**src/rtl/rib_rr_arbiter.sv**
```systemverilog
// Registered round-robin arbiter for the 4-master RIB interconnect, with locked sequences and a hold cap.
// Optional: define RIB_ARB_DBG_PRIO_EN to give master 3 (debug) absolute, fairness-neutral priority.
`ifndef HoldEnable
`define HoldEnable 1'b1
`endif
`ifndef HoldDisable
`define HoldDisable 1'b0
`endif

module rib_rr_arbiter #(
  parameter int MAX_HOLD = 16,
  parameter int CNT_W    = 5
) (
  input  logic       clk,
  input  logic       rst,
  input  logic [3:0] req_i,
  input  logic [3:0] lock_i,
  output logic [1:0] grant_o,
  output logic [3:0] grant_onehot_o,
  output logic       grant_valid_o,
  output logic       hold_flag_o
);

  localparam logic [0:0] IDLE = 1'b0;
  localparam logic [0:0] OWN  = 1'b1;

  localparam logic [CNT_W-1:0] CNT_MAX = CNT_W'(MAX_HOLD - 1);

  logic [0:0]       state_q, state_d;
  logic [1:0]       ptr_q, ptr_d;
  logic [CNT_W-1:0] cnt_q, cnt_d;
  logic [1:0]       grant_q, grant_d;
  logic             valid_q, valid_d;

  logic [3:0]       owner_oh;
  logic [3:0]       others;
  logic [2:0]       pick_all;
  logic [2:0]       pick_oth;
  logic [CNT_W-1:0] cnt_inc;

  // Returns {found, index}: first set bit of req searching upward from start, mod 4.
  function automatic logic [2:0] rr_pick(input logic [3:0] req, input logic [1:0] start);
    logic [1:0] idx;
    logic [2:0] res;
    res = 3'b000;
    for (int i = 3; i >= 0; i--) begin
      idx = start + i[1:0];
      if (req[idx]) res = {1'b1, idx};
    end
    return res;
  endfunction

  assign owner_oh = valid_q ? (4'b0001 << grant_q) : 4'b0000;
  assign others   = req_i & ~owner_oh;
  assign pick_all = rr_pick(req_i, ptr_q);
  assign pick_oth = rr_pick(others, ptr_q);
  assign cnt_inc  = (cnt_q == CNT_MAX) ? cnt_q : cnt_q + 1'b1;

  always_comb begin
    state_d = state_q;
    ptr_d   = ptr_q;
    cnt_d   = cnt_q;
    grant_d = grant_q;
    valid_d = valid_q;
    case (state_q)
      IDLE: begin
        if (pick_all[2]) begin
          state_d = OWN;
          valid_d = 1'b1;
          grant_d = pick_all[1:0];
          ptr_d   = pick_all[1:0] + 2'd1;
          cnt_d   = '0;
        end
      end
      default: begin
        if (!req_i[grant_q]) begin
          // Release: hand straight to the next winner so the bus never bubbles.
          if (pick_all[2]) begin
            grant_d = pick_all[1:0];
            ptr_d   = pick_all[1:0] + 2'd1;
            cnt_d   = '0;
          end else begin
            state_d = IDLE;
            valid_d = 1'b0;
          end
        end else if (lock_i[grant_q]) begin
          cnt_d = cnt_inc;
        end else if ((|others) && (cnt_q == CNT_MAX)) begin
          grant_d = pick_oth[1:0];
          ptr_d   = pick_oth[1:0] + 2'd1;
          cnt_d   = '0;
        end else begin
          cnt_d = cnt_inc;
        end
      end
    endcase
`ifdef RIB_ARB_DBG_PRIO_EN
    // Debug master preempts everything; ptr untouched so m0..m2 fairness is preserved.
    if (req_i[3]) begin
      state_d = OWN;
      valid_d = 1'b1;
      grant_d = 2'd3;
      ptr_d   = ptr_q;
      cnt_d   = (valid_q && grant_q == 2'd3) ? cnt_inc : '0;
    end
`endif
  end

  always_ff @(posedge clk or posedge rst) begin
    if (rst) begin
      state_q <= IDLE;
      ptr_q   <= 2'd0;
      cnt_q   <= '0;
      grant_q <= 2'd0;
      valid_q <= 1'b0;
    end else begin
      state_q <= state_d;
      ptr_q   <= ptr_d;
      cnt_q   <= cnt_d;
      grant_q <= grant_d;
      valid_q <= valid_d;
    end
  end

  assign grant_o        = grant_q;
  assign grant_valid_o  = valid_q;
  assign grant_onehot_o = owner_oh;
  assign hold_flag_o    = (valid_q && grant_q != 2'd1) ? `HoldEnable : `HoldDisable;

endmodule

```
**config.mk**
```make
export PLATFORM = sky130hd
export DESIGN_NAME = rib_rr_arbiter
export DESIGN_NICKNAME = d
export VERILOG_FILES = /design/src/rtl/rib_rr_arbiter.sv
export SDC_FILE = /design/constraint.sdc
export NUM_CORES = 1
export LEC_CHECK = 0
export CAP_MARGIN = 20
export CELL_PAD_IN_SITES_DETAIL_PLACEMENT = 0
export CELL_PAD_IN_SITES_GLOBAL_PLACEMENT = 1
export CORE_ASPECT_RATIO = 1.5
export CORE_MARGIN = 4
export CORE_UTILIZATION = 39
export DETAILED_ROUTE_END_ITERATION = 6
export PLACE_DENSITY = 0.86
export SLEW_MARGIN = 0
export SYNTH_ARGS = -nofsm -noshare
export SYNTH_HDL_FRONTEND = slang
export SYNTH_SLANG_ARGS = --single-unit
```
**constraint.sdc**
```tcl
create_clock -name clk -period 3 [get_ports clk]
set_clock_uncertainty 0.2 [all_clocks]
set_input_delay 0.9 -clock clk [delete_from_list [all_inputs] [get_ports clk]]
set_output_delay 0.9 -clock clk [all_outputs]
set_load 0.05 [all_outputs]
```
==> results of run 1 <==
## cells by family after synthesis
family | after synthesis
AO/OA/AOI/OAI | 39
XOR/XNOR | 1
adder cells (fa/ha/maj) | 1
buffers and inverters | 18
flip-flops | 11
multiplexers | 5
AND/OR/NAND/NOR | 46
## through the flow
step                      hold slack (ps)  setup TNS, ps  power (mW)
after global routing                  308              0        1.23
after global placement                261           -104        1.02
after detailed placement              270           -167        1.04
after floorplan                       231              0       0.829
after CTS                             280              0        1.14
final                                 279              0        1.14
## cells in the mapped netlist, types with 2 or more instances
master    number
a21o_1         3
a21oi_1        7
a22o_1         2
and4bb_2       2
buf_2          2
buf_4          2
buf_6          2
clkbuf_1       2
dfrtp_1       11
inv_1          8
mux2i_1        3
mux4_1         2
nand2_1        9
nand2b_1       2
nand3_1        3
nor2_1         9
nor2b_1        2
nor3_1         4
o211ai_1       2
o21a_1         4
o21ai_0        7
o221ai_1       2
o22ai_1        2
o32ai_1        2
## worst register-to-register path, stage by stage (launching register included)
cell      delay [ps]
dfrtp_1          470
buf_4            210
and4bb_2         250
nor3_1           250
o21a_1           180
or4b_4           470
mux2i_1          150
nor3_1            70
## how the worst max path moves through the flow
stage | from | end | slack (ps) | cells after the start
global route | grant_valid_o | grant_valid_o | 80 | 1
CTS | grant_valid_o | grant_valid_o | 160 | 1
finish | grant_valid_o | grant_valid_o | 160 | 1
detailed placement | req_i[0] | ptr_q[1] | -120 | 7
floorplan | grant_o[0] | ptr_q[1] | 190 | 7
global placement | req_i[0] | ptr_q[1] | -80 | 7
## registers in the layout, indices dropped and copies added, names as in the netlist
signal,flops
ptr_q,2
grant_valid_o,1
cnt_q,5
state_q,1
grant_o,2
## final cells by class
| class | count | area, sq um | area share [%] |
|---|---|---|---|
| sequential | 11 | 275 | 20.6 |
| multi-input combinational | 92 | 664 | 49.8 |
| tap | 36 | 45.0 | 3.38 |
| inverter | 8 | 30.0 | 2.25 |
| clock buffer | 4 | 26.3 | 1.97 |
| timing repair buffer | 35 | 293 | 22.0 |
## report_power, final
group          total (mW)  internal [mW]  switching, mW  leakage [nW]
logic               0.747          0.329          0.418         0.442
clock network       0.103         0.0516         0.0511        0.0150
registers           0.287          0.195         0.0922         0.135
## layer usage
| layer | vias up | track usage [%] | wire length (microns) |
|---|---|---|---|
| met4 | 0 | 9.54 | 94 |
| met5 | - | 0 | 0 |
| met1 | 501 | 18.5 | 1140 |
| li1 | 511 | - | - |
| met2 | 20 | 30.8 | 1450 |
| met3 | 10 | 2.49 | 71 |
==> impl_metrics.toml, run 1 <==
[synth]
postSynthCellCount = 121
synthAdderAreaFrac_pct = 1.20
synth_compound_area_share_pct = 25.8
synth_xor_area_share_pct = 0.839
yosys.area.top_type_share_pct = 26.4
ys.flop_type = "dfrtp_1"
synth_seq_cells = 11
ys_warn_count = 0
synthTopCellsByArea = "dfrtp_1, mux4_1, a21oi_1, o21ai_0, nand2_1"
avgSynthCellArea_sq_um = 8.62
ys_types = 51
synth_area_leader_cell = "dfrtp_1"
async_flop_share_pct = 100
yosysSeqAreaShare_pct = 26.4
syn_area_sq_um = 1040
synthMuxAreaShare_pct = 7.91
synth_edf_count = 0
yosys.area_share.simple_pct = 27.3
syn-num-nets = 132
synth_top_family_by_area = "simple AND/OR/NAND/NOR gates"

[drt]
via_count = 1042
firstDrtPassIters = 4
viasPerCell = 5.60
drc = 0
routedWlPerCell_microns = 14.8
drt_iter0_drc = 25
postRouteWirelength_microns = 2750
drtAntennaViolNets = 0

[sta]
fin_crit_ps = 2840
worst_slack_ps = 164
worst_pin_slew_ps = 491
grt_setup_unrepaired = "false"
slew_headroom_pct = 66.9
fin_crit_sh_pct = 94.5
maxSlewViolCount = 0
hold_viol = 0
setup_viol = 0
fmax_ghz = 0.353

[placement]
pre_cts_ws_ps = -121
gp_congestion = 0.887
dpl.hpwl_microns = 2170
place_inst = 182
port_buffers = 17
dpl_cell_area_sq_um = 1310

[cts]
cts_tree = "done"
clkSlewWorstSetupHoldPaths_ps = 60
post_cts_buffers = 0
clock_sinks = 11
cts_inserted_buffers = 3
clkLatencyLatePin_ps = 280
cts_max_path_buffers = 2
clock-root-buffer = "clkbuf_4"
cts_htree_levels = 1
cts_hold_buf = 0
cts-resized-gates = 0

[floorplan]
dieArea_sq_um = 3580
ioPinCount = 18
rows = 22
die_w_microns = 50.2
core_region_area_sq_um = 2500
fp.dieH_microns = 71.4
start_util_pct = 41.7

[global_route]
grt_use_total_pct = 17.1
grt_overflow_total = 0
grt_first_pass_wirelength_microns = 4760
grt_max_degree = 15
grt_pass1_vias = 1009
antenna_found_initial = 0

[worst_hold_path]
worstHoldPathType = "flop to flop"
holdPathEnd = "grant_valid_o"
hold_start = "state_q"
hold_path_depth = 1

[worst_setup_path]
crit_type = "flop to output port"
critPathLaunchType = "flop"
cp_cell_sequence = "clkdlybuf4s50_1"
slowest_delay_ps = 880
reg2reg_depth = 7
crit_arrival_ps = 1740
regToRegStartpoint = "grant_o[1]"
crit_buf_inv = 1
critical_path_required_ps = 1900
r2r_end = "ptr_q[1]"
end_kind = "output port"
cp_max_fo = 14
r2r_slack_ps = 650
crit_family = "buffers and inverters"
critPathSlowestCell = "clkdlybuf4s50_1"

[layout]
final_util_pct = 53.2
layout-drive-gt1-share_pct = 22.7
nNetsFinal = 162
final_cell_count_no_fill = 186
finalInstanceArea_sq_um = 1330
area.growth.synth_to_final_pct = 27.8
diodes = 0
layout_common_cells = "buf_4, clkdlybuf4s50_1, dfrtp_1, nand2_1, nor2_1"
fill_cells = 244
final_common_cell = "buf_4"

[flow_run]
drv_cap = 0

[run_status]
outcome = "finished clean"

[pwr]
irDropWorstVdd_v = 0.000432
cellLeakagePower_nw = 0.592
p_per_area_nw_per_um2 = 852
Note: power is estimated with default switching activity, not from simulation.
==> run 2, diff against run 1 <==
--- a/config.mk
+++ b/config.mk
@@ -9,7 +9,7 @@
 export CELL_PAD_IN_SITES_DETAIL_PLACEMENT = 0
 export CELL_PAD_IN_SITES_GLOBAL_PLACEMENT = 1
 export CORE_ASPECT_RATIO = 1.5
-export CORE_MARGIN = 4
+export CORE_MARGIN = 5
 export CORE_UTILIZATION = 39
 export DETAILED_ROUTE_END_ITERATION = 6
 export PLACE_DENSITY = 0.86
==> impl_metrics.toml, run 2 (same netlist as run 1, synthesis figures left out) <==
[sta]
worst_pin_slew_ps = 525
fin_crit_sh_pct = 95.8
maxSlewViolCount = 0
grt_setup_unrepaired = "false"
slew_headroom_pct = 64.5
hold_viol = 0
holdWs_ps = 261
setup_viol = 0
fin_crit_ps = 2870
fmax_ghz = 0.348

[worst_setup_path]
crit_type = "primary input to flop"
end_kind = "flop"
r2r_slack_ps = 700
crit_arrival_ps = 2790
critPathLaunchType = "primary input"
critical_path_required_ps = 2920
cp_max_fo = 6

[layout]
largest_reg_flops = 5
area.growth.synth_to_final_pct = 30.2
diodes = 0
final_common_cell = "buf_4"
final_cell_count_no_fill = 187
layout-drive-gt1-share_pct = 23.3
finalInstanceArea_sq_um = 1360
nNetsFinal = 162
layout_common_cells = "buf_4, clkdlybuf4s50_1, dfrtp_1, nand2_1, nor2_1"
fill_cells = 250
largest_register = "cnt_q"
final_util_pct = 51.9

[cts]
post_cts_buffers = 0
cts_hold_buf = 0
cts_max_path_buffers = 2
cts-resized-gates = 0
cts_htree_levels = 1
clkLatencyLatePin_ps = 240
cts_inserted_buffers = 3
cts_tree = "done"
clock-root-buffer = "clkbuf_8"
clock_sinks = 11
clkSlewWorstSetupHoldPaths_ps = 50

[drt]
viasPerCell = 5.72
postRouteWirelength_microns = 2750
drt_iter0_drc = 11
firstDrtPassIters = 4
via_count = 1069
routedWlPerCell_microns = 14.7
drc = 0
drtAntennaViolNets = 0

[floorplan]
ioPinCount = 18
rows = 23
fp.dieH_microns = 73.4
dieArea_sq_um = 3830
die_w_microns = 52.2
start_util_pct = 39.8
core_region_area_sq_um = 2620

[placement]
dpl_cell_area_sq_um = 1310
dpl.hpwl_microns = 2180
gp_congestion = 0.820
place_inst = 183
port_buffers = 17

[global_route]
grt_pass1_vias = 1075
grt_max_degree = 15
grt_first_pass_wirelength_microns = 4680
grt_use_total_pct = 15.6
grt_overflow_total = 0
antenna_found_initial = 0

[pwr]
p_per_area_nw_per_um2 = 874
irDropWorstVdd_v = 0.000652
cellLeakagePower_nw = 0.602

[worst_hold_path]
worstHoldPathType = "flop to flop"

[run_status]
outcome = "finished clean"

[flow_run]
drv_cap = 0
run 2: cell counts in the layout (fill, tap and decap cells not counted):
No cell type changed its count.
run 2: metal layers:
| layer | vias up | wire length [microns] | GRT usage [%] |
|---|---|---|---|
| met2 | 30 | 1490 | 28.5 |
| met1 | 522 | 1070 | 17.4 |
| met3 | 4 | 157 | 2.84 |
| met4 | 0 | 33 | 5.68 |
| met5 | - | 0 | 0 |
| li1 | 513 | - | - |
run 2: final timing paths:
| path | start | cells past startpoint | endpoint |
|---|---|---|---|
| worst max-delay path | req_i[1] | 8 | ptr_q[1] |
| worst min-delay path | state_q | 1 | grant_valid_o |
| worst max register to register | grant_o[0] | 7 | ptr_q[1] |
| worst min register to register | state_q | 1 | grant_valid_o |
| max in group asynchronous | rst | 2 | cnt_q[4] |
| min in group asynchronous | rst | 2 | grant_valid_o |
run 2: area by class of cell:
type / instances / area [sq um] / area share (%)
Clock buffer: 4 / 45.0 / 3.31
Inverter: 8 / 30.0 / 2.21
Multi-Input combinational cell: 92 / 669 / 49.3
Sequential cell: 11 / 275 / 20.3
Tap cell: 37 / 46.3 / 3.41
Timing Repair Buffer: 35 / 293 / 21.5
run 2: stage by stage:
step / TNS [ps] / total power [mW] / setup slack [ps]
final: 0 / 1.19 / 126
after global routing: 0 / 1.28 / 28.9
after CTS: 0 / 1.19 / 81.8
after detailed placement: -369 / 1.03 / -169
after global placement: -176 / 1.02 / -114
after floorplan: 0 / 0.829 / 190
run 2: power by group:
| part | internal [mW] | switching (mW) |
|---|---|---|
| Sequential | 0.196 | 0.0703 |
| Clock | 0.0933 | 0.0551 |
| Combinational | 0.331 | 0.442 |
run 2: critical path, stage by stage:
cell and delay [ps]:
clkdlybuf4s50_1 490, buf_4 200, inv_1 80, nor2_1 50, o32a_1 380, or4b_4 490
mux2i_1 140, nor3_1 60
